### src/rtl/vga_pkg.sv
// Shared timing defaults, pattern encodings and colour-bar palette for the VGA timing block.
// Imported by the interface, the pattern generator and the timing controller.
package vga_pkg;

  localparam int unsigned CNT_W = 10;

  // 640x480@60 defaults
  localparam int unsigned DEF_H_SYNC  = 96;
  localparam int unsigned DEF_H_BACK  = 48;
  localparam int unsigned DEF_H_VALID = 640;
  localparam int unsigned DEF_H_FRONT = 16;
  localparam int unsigned DEF_V_SYNC  = 2;
  localparam int unsigned DEF_V_BACK  = 33;
  localparam int unsigned DEF_V_VALID = 480;
  localparam int unsigned DEF_V_FRONT = 10;

  typedef logic [1:0]  pattern_t;
  typedef logic [23:0] rgb_t;

  localparam pattern_t PAT_COLORBAR = 2'd0;
  localparam pattern_t PAT_GRAY     = 2'd1;
  localparam pattern_t PAT_CHECKER  = 2'd2;
  localparam pattern_t PAT_WHITE    = 2'd3;

  localparam rgb_t COLOR_WHITE   = 24'hFFFFFF;
  localparam rgb_t COLOR_YELLOW  = 24'hFFFF00;
  localparam rgb_t COLOR_CYAN    = 24'h00FFFF;
  localparam rgb_t COLOR_GREEN   = 24'h00FF00;
  localparam rgb_t COLOR_MAGENTA = 24'hFF00FF;
  localparam rgb_t COLOR_RED     = 24'hFF0000;
  localparam rgb_t COLOR_BLUE    = 24'h0000FF;
  localparam rgb_t COLOR_BLACK   = 24'h000000;

  function automatic rgb_t bar_color(input logic [2:0] idx);
    case (idx)
      3'd0:    bar_color = COLOR_WHITE;
      3'd1:    bar_color = COLOR_YELLOW;
      3'd2:    bar_color = COLOR_CYAN;
      3'd3:    bar_color = COLOR_GREEN;
      3'd4:    bar_color = COLOR_MAGENTA;
      3'd5:    bar_color = COLOR_RED;
      3'd6:    bar_color = COLOR_BLUE;
      default: bar_color = COLOR_BLACK;
    endcase
  endfunction

endpackage

### src/rtl/vga_timing_ctrl_if.sv
// Video bus between the timing/pattern source and the HDMI encoder stage.
// master = timing source side, slave = downstream consumer side.
interface vga_timing_ctrl_if;
  import vga_pkg::*;

  pattern_t         pattern_sel;
  logic             hsync;
  logic             vsync;
  logic             rgb_valid;
  logic [7:0]       rgb_red;
  logic [7:0]       rgb_green;
  logic [7:0]       rgb_blue;
  logic [CNT_W-1:0] pix_x;
  logic [CNT_W-1:0] pix_y;
  logic             frame_start;

  modport master (
    input  pattern_sel,
    output hsync, vsync, rgb_valid, rgb_red, rgb_green, rgb_blue, pix_x, pix_y, frame_start
  );

  modport slave (
    output pattern_sel,
    input  hsync, vsync, rgb_valid, rgb_red, rgb_green, rgb_blue, pix_x, pix_y, frame_start
  );

endinterface

### src/rtl/vga_pattern_gen.sv
// Combinational test-pattern map from (pattern, active-area position, active) to 24-bit RGB.
// Colour-bar index comes from boundary compares, so no divider is built.
module vga_pattern_gen
  import vga_pkg::*;
#(
  parameter int unsigned H_VALID = DEF_H_VALID
) (
  input  pattern_t         pattern,
  input  logic [CNT_W-1:0] pix_x,
  input  logic             y_tile,   // pix_y[5], the only row bit the checkerboard needs
  input  logic             active,
  output rgb_t             rgb
);

  localparam int unsigned BarW = H_VALID / 8;

  logic [2:0] bar_idx;

  always_comb begin
    bar_idx = 3'd0;
    for (int unsigned i = 1; i < 8; i++) begin
      if (pix_x >= CNT_W'(i * BarW)) begin
        bar_idx = 3'(i);
      end
    end
  end

  always_comb begin
    rgb = COLOR_BLACK;
    if (active) begin
      case (pattern)
        PAT_COLORBAR: rgb = bar_color(bar_idx);
        PAT_GRAY:     rgb = {3{pix_x[9:2]}};
        PAT_CHECKER:  rgb = (pix_x[5] ^ y_tile) ? COLOR_WHITE : COLOR_BLACK;
        default:      rgb = COLOR_WHITE;
      endcase
    end
  end

endmodule

### src/rtl/vga_timing_ctrl.sv
// Pixel-clock h/v counters, sync and active-area decode, and a single output register stage.
// All outputs reflect the counter state of the previous cycle, so they are mutually aligned.
module vga_timing_ctrl
  import vga_pkg::*;
#(
  parameter int unsigned H_SYNC  = DEF_H_SYNC,
  parameter int unsigned H_BACK  = DEF_H_BACK,
  parameter int unsigned H_VALID = DEF_H_VALID,
  parameter int unsigned H_FRONT = DEF_H_FRONT,
  parameter int unsigned V_SYNC  = DEF_V_SYNC,
  parameter int unsigned V_BACK  = DEF_V_BACK,
  parameter int unsigned V_VALID = DEF_V_VALID,
  parameter int unsigned V_FRONT = DEF_V_FRONT
) (
  input  logic              vga_clk,
  input  logic              sys_rst_n,
  vga_timing_ctrl_if.master bus
);

  localparam int unsigned H_TOTAL = H_SYNC + H_BACK + H_VALID + H_FRONT;
  localparam int unsigned V_TOTAL = V_SYNC + V_BACK + V_VALID + V_FRONT;

  localparam logic [CNT_W-1:0] H_LAST     = CNT_W'(H_TOTAL - 1);
  localparam logic [CNT_W-1:0] V_LAST     = CNT_W'(V_TOTAL - 1);
  localparam logic [CNT_W-1:0] H_SYNC_END = CNT_W'(H_SYNC);
  localparam logic [CNT_W-1:0] V_SYNC_END = CNT_W'(V_SYNC);
  localparam logic [CNT_W-1:0] H_ACT_BEG  = CNT_W'(H_SYNC + H_BACK);
  localparam logic [CNT_W-1:0] H_ACT_END  = CNT_W'(H_SYNC + H_BACK + H_VALID);
  localparam logic [CNT_W-1:0] V_ACT_BEG  = CNT_W'(V_SYNC + V_BACK);
  localparam logic [CNT_W-1:0] V_ACT_END  = CNT_W'(V_SYNC + V_BACK + V_VALID);

  logic [CNT_W-1:0] h_cnt_q, h_cnt_d;
  logic [CNT_W-1:0] v_cnt_q, v_cnt_d;
  pattern_t         pattern_q, pattern_d;

  logic             frame_top;
  logic             h_act, v_act, active;
  logic             hsync_d, vsync_d;
  logic [CNT_W-1:0] pix_x_d, pix_y_d;
  rgb_t             rgb_d;

  logic             hsync_q, vsync_q, rgb_valid_q, frame_start_q;
  logic [CNT_W-1:0] pix_x_q, pix_y_q;
  rgb_t             rgb_q;

  always_comb begin
    h_cnt_d = h_cnt_q + 1'b1;
    v_cnt_d = v_cnt_q;
    if (h_cnt_q == H_LAST) begin
      h_cnt_d = '0;
      v_cnt_d = (v_cnt_q == V_LAST) ? '0 : v_cnt_q + 1'b1;
    end
  end

  assign frame_top = (h_cnt_q == '0) && (v_cnt_q == '0);
  assign h_act     = (h_cnt_q >= H_ACT_BEG) && (h_cnt_q < H_ACT_END);
  assign v_act     = (v_cnt_q >= V_ACT_BEG) && (v_cnt_q < V_ACT_END);
  assign active    = h_act && v_act;
  assign hsync_d   = (h_cnt_q < H_SYNC_END);
  assign vsync_d   = (v_cnt_q < V_SYNC_END);
  assign pix_x_d   = active ? (h_cnt_q - H_ACT_BEG) : '0;
  assign pix_y_d   = active ? (v_cnt_q - V_ACT_BEG) : '0;

  // Pattern only changes at the top of a frame so a frame is never mixed.
  assign pattern_d = frame_top ? bus.pattern_sel : pattern_q;

  vga_pattern_gen #(
    .H_VALID (H_VALID)
  ) u_pattern_gen (
    .pattern (pattern_q),
    .pix_x   (pix_x_d),
    .y_tile  (pix_y_d[5]),
    .active  (active),
    .rgb     (rgb_d)
  );

  always_ff @(posedge vga_clk or negedge sys_rst_n) begin
    if (!sys_rst_n) begin
      h_cnt_q       <= '0;
      v_cnt_q       <= '0;
      pattern_q     <= PAT_COLORBAR;
      hsync_q       <= 1'b0;
      vsync_q       <= 1'b0;
      rgb_valid_q   <= 1'b0;
      frame_start_q <= 1'b0;
      pix_x_q       <= '0;
      pix_y_q       <= '0;
      rgb_q         <= COLOR_BLACK;
    end else begin
      h_cnt_q       <= h_cnt_d;
      v_cnt_q       <= v_cnt_d;
      pattern_q     <= pattern_d;
      hsync_q       <= hsync_d;
      vsync_q       <= vsync_d;
      rgb_valid_q   <= active;
      frame_start_q <= frame_top;
      pix_x_q       <= pix_x_d;
      pix_y_q       <= pix_y_d;
      rgb_q         <= rgb_d;
    end
  end

  assign bus.hsync       = hsync_q;
  assign bus.vsync       = vsync_q;
  assign bus.rgb_valid   = rgb_valid_q;
  assign bus.frame_start = frame_start_q;
  assign bus.pix_x       = pix_x_q;
  assign bus.pix_y       = pix_y_q;
  assign bus.rgb_red     = rgb_q[23:16];
  assign bus.rgb_green   = rgb_q[15:8];
  assign bus.rgb_blue    = rgb_q[7:0];

endmodule

### src/flat_wrapper.sv
// flat-port wrapper written by rule: the top's interface ports become plain ports
module vga_timing_ctrl_flat import vga_pkg::*;
#(
  parameter int unsigned H_SYNC  = DEF_H_SYNC,
  parameter int unsigned H_BACK  = DEF_H_BACK,
  parameter int unsigned H_VALID = DEF_H_VALID,
  parameter int unsigned H_FRONT = DEF_H_FRONT,
  parameter int unsigned V_SYNC  = DEF_V_SYNC,
  parameter int unsigned V_BACK  = DEF_V_BACK,
  parameter int unsigned V_VALID = DEF_V_VALID,
  parameter int unsigned V_FRONT = DEF_V_FRONT
)
  (vga_clk, sys_rst_n, bus_pattern_sel, bus_hsync, bus_vsync, bus_rgb_valid, bus_rgb_red, bus_rgb_green, bus_rgb_blue, bus_pix_x, bus_pix_y, bus_frame_start);
  vga_timing_ctrl_if bus_i ();
  input  logic vga_clk;
  input  logic sys_rst_n;
  input wire logic [$bits(bus_i.pattern_sel)-1:0] bus_pattern_sel;
  output wire logic [$bits(bus_i.hsync)-1:0] bus_hsync;
  output wire logic [$bits(bus_i.vsync)-1:0] bus_vsync;
  output wire logic [$bits(bus_i.rgb_valid)-1:0] bus_rgb_valid;
  output wire logic [$bits(bus_i.rgb_red)-1:0] bus_rgb_red;
  output wire logic [$bits(bus_i.rgb_green)-1:0] bus_rgb_green;
  output wire logic [$bits(bus_i.rgb_blue)-1:0] bus_rgb_blue;
  output wire logic [$bits(bus_i.pix_x)-1:0] bus_pix_x;
  output wire logic [$bits(bus_i.pix_y)-1:0] bus_pix_y;
  output wire logic [$bits(bus_i.frame_start)-1:0] bus_frame_start;
  assign bus_i.pattern_sel = bus_pattern_sel;
  assign bus_hsync = bus_i.hsync;
  assign bus_vsync = bus_i.vsync;
  assign bus_rgb_valid = bus_i.rgb_valid;
  assign bus_rgb_red = bus_i.rgb_red;
  assign bus_rgb_green = bus_i.rgb_green;
  assign bus_rgb_blue = bus_i.rgb_blue;
  assign bus_pix_x = bus_i.pix_x;
  assign bus_pix_y = bus_i.pix_y;
  assign bus_frame_start = bus_i.frame_start;
  vga_timing_ctrl #(.H_SYNC(H_SYNC), .H_BACK(H_BACK), .H_VALID(H_VALID), .H_FRONT(H_FRONT), .V_SYNC(V_SYNC), .V_BACK(V_BACK), .V_VALID(V_VALID), .V_FRONT(V_FRONT)) u_core (.vga_clk(vga_clk), .sys_rst_n(sys_rst_n), .bus(bus_i));
endmodule
### config.mk
export PLATFORM = sky130hd
export DESIGN_NAME = vga_timing_ctrl_flat
export DESIGN_NICKNAME = d
export VERILOG_FILES = /design/src/rtl/vga_pkg.sv /design/src/rtl/vga_timing_ctrl_if.sv /design/src/rtl/vga_pattern_gen.sv /design/src/rtl/vga_timing_ctrl.sv /design/src/flat_wrapper.sv
export SDC_FILE = /design/constraint.sdc
export NUM_CORES = 1
export LEC_CHECK = 0
export ABC_AREA = 1
export CORE_ASPECT_RATIO = 1.5
export CORE_MARGIN = 8
export CORE_UTILIZATION = 40
export CTS_CLUSTER_SIZE = 30
export DETAILED_ROUTE_END_ITERATION = 8
export SYNTH_ARGS = -nofsm -noshare
export SYNTH_HDL_FRONTEND = slang
export SYNTH_HIERARCHICAL = 1
export SYNTH_SLANG_ARGS = --single-unit
### constraint.sdc
create_clock -name vga_clk -period 3.1 [get_ports vga_clk]
set_clock_uncertainty 0.1 [all_clocks]
set_input_delay 0.62 -clock vga_clk [delete_from_list [all_inputs] [get_ports vga_clk]]
set_output_delay 0.62 -clock vga_clk [all_outputs]
set_load 0.05 [all_outputs]
==> out/summary.txt <==
Outcome: completed
HP Class: in2async
Wire per inst: 13.5 um
Minimum clock period: 2.71 ns
Setup TNS: 0 ns
CP startpoint kind: flop
Synth warn: 6
Drt drc: 0
TritonCTS Buffers: 9
Die footprint: 11900 um2
CTS tree: done
Final setup vio count: 0
FF+latch count, synth: 70
Vias: 2645
Die H: 130 um
Fmax: 0.369 GHz
Max_slew headroom: 56.8%
Synthesized area per cell: 8.87 um2
IO buf count: 51
Ys flop type: dfrtp_1
Drt via density: 4.76
Standard-cell rows: 41
RSZ-0062 raised after global routing: false
Register share of total power: 46.0%
Synth-to-Final Area Change: 26.5%
Worst-path clk slew: 0.06 ns
Syn_nets: 401
Most frequent cells in the layout: nand2_1 (75), dfrtp_1 (70), clkdlybuf4s50_1 (50)
Crit Path Class: reg2reg
Placed Cells: 540
PD cells: 458 nW/um2
Hpwl dp: 5900 um
Sw Share: 21.2%
Starting Density: 41.0%
Placed inst area: 4060 um2
Total power: 2.00 mW
WL final: 7520 um
Worst-path fanout max: 15
Synth unique cells: 34
Total global routing overflow: 0
Layout cells sized above 1: 19.8%
FF+latch area: 1750 um2
Seq/Total Area, Yosys: 50.7%
Pin count of the biggest net entering global routing: 45
Htree depth: 3
Global-route wire length before repair: 13200 um
Diodes inserted: 0
Cell area after synthesis: 3450 um2
Final antenna-violating net count: 0
Fin crit share: 87.3%
Peak VDD IR: 0.000261 V
Data arrival, critical path: 2.78 ns
Final Max Tran Viols: 0
Design area: 4370 um2
Critical Path RT: 3.18 ns
Multi-input logic area: 1450 um2
Psw: 423 uW
Non-filler cells in the finished layout: 556
CTS max path bufs: 2
Clk network pwr share: 51.7%
Post-synthesis cell count: 389
Asr flop ratio synth: 100%
Clock latency at the later pin of the worst-skew pair: 0.33 ns
IO Count: 52
Leakage: 2.06 nW
Final hold viol count: 0
Fill cell count: 800
Worst slew pin tran: 0.647 ns
Initial antenna violation count: 0
Iter 0 DRT Violations: 94
Drt first pass iters: 4
Combinational power share: 2.3%
Most common cell after layout, fill and taps aside: nand2_1
Die W: 91.9 um
Number of max-cap violations: 0
Vias in the first global route: 2607
Hold-fix buffers, CTS: 0
CP endpoint kind: flop
Post-CTS Setup Bufs: 0
Core box area: 8410 um2
Clk root buf: clkbuf_16
GRT Util Overall: 14.0%
Final nets: 456
Post-synth EDFFs: 0
GPL Wtd Cong: 0.879
Cts repair resizes: 0
CTS sink cnt: 70
Pint: 1.58 mW
[stage by stage]
stage	hold slack [ns]	worst slack, ns	utilization (%)
after floorplan	0.224	0.771	-
after global placement	0.376	0.498	48.2
after detailed placement	0.386	0.416	48.2
after CTS	0.218	0.401	51.9
after global routing	0.265	0.170	51.9
final	0.203	0.393	51.9
[worst max-delay path, stage by stage, from the launching register on]
cell,delay (ns)
dfrtp_1,0.46
inv_1,0.15
ha_1,0.23
nand2_2,0.07
nand2_2,0.07
nand2_2,0.06
nor2_2,0.15
nor2_4,0.05
nand3_4,0.14
buf_4,0.29
nor2_2,0.10
o211ai_2,0.34
nand2_1,0.17
inv_2,0.10
a21oi_1,0.07
[area by class of cell]
class	count	area share, %
tap	107	3.07
clock inverter	6	1.63
timing repair buffer	54	12.4
clock buffer	10	5.47
sequential	70	40.1
multi-input combinational	261	33.2
inverter	48	4.13
[routing by layer]
layer | global-route usage, % | wire [um] | vias up
met4 | 7.52 | 176 | 0
met2 | 24.2 | 3960 | 57
met3 | 4.37 | 366 | 11
met1 | 14.9 | 3030 | 1231
li1 | - | - | 1346
met5 | 0 | 0 | -
[cell families (layout without fill, tap and decap cells)]
kind of cell             after synthesis  in the layout  share of synthesized area [%]
adder cells (fa/ha/maj)                8              8                           2.90
AO/OA/AOI/OAI                         60             60                           9.35
AND/OR/NAND/NOR                      183            183                           27.2
XOR/XNOR                              10             10                           2.54
buffers and inverters                 58            118                           7.28
flip-flops                            70             70                           50.7
[worst paths after layout]
check,from,to,slack (ns),depth (start not counted)
max in group asynchronous,sys_rst_n,u_core/bus.pix_y[3]$_DFF_PN0_,2.07,2
worst min-delay path,sys_rst_n,u_core/bus.pix_x[9]$_DFF_PN0_,0.20,1
min in group vga_clk,u_core/h_cnt_q[0]$_DFF_PN0_,u_core/h_cnt_q[0]$_DFF_PN0_,0.40,1
worst max-delay path,u_core/h_cnt_q[4]$_DFF_PN0_,u_core/rgb_q[15]$_DFF_PN0_,0.39,14
worst min register to register,u_core/h_cnt_q[0]$_DFF_PN0_,u_core/h_cnt_q[0]$_DFF_PN0_,0.40,1
worst max register to register,u_core/h_cnt_q[4]$_DFF_PN0_,u_core/rgb_q[15]$_DFF_PN0_,0.39,14
[synthesized netlist by cell type, drive strengths merged, types with 2 or more instances]
cell type / count / area share [%]
o21ai: 19 / 2.8
a21oi: 37 / 5.5
dfrtp: 70 / 51
nor2: 60 / 10
nand4: 6 / 1.3
nand2: 84 / 9.9
inv: 47 / 5.1
nand3: 26 / 4.6
buf: 7 / 1.7
xnor2: 2 / 0.51
clkbuf: 3 / 0.36
nor3: 6 / 1.0
ha: 8 / 2.9
xor2: 8 / 2.0
[flip-flops by register name (all words and copies together) (netlist names)]
register and cells:
u_core/h_cnt_q 10, u_core/pattern_q 2, u_core/rgb_q 24, u_core/bus.pix_x 10, u_core/bus.hsync 1, u_core/bus.rgb_valid 1, u_core/v_cnt_q 10, u_core/bus.pix_y 10
u_core/bus.frame_start 1, u_core/bus.vsync 1
[power groups by stage]
stage	combinational, mW	sequential [mW]	clock (mW)
detailed placement	0.0477	0.936	0
global placement	0.0473	0.936	0
floorplan	0.0228	0.933	0
global route	0.0538	0.919	1.12
finish	0.0459	0.920	1.03
CTS	0.0481	0.919	1.07
No activity file was read; power rests on OpenSTA's default activity.
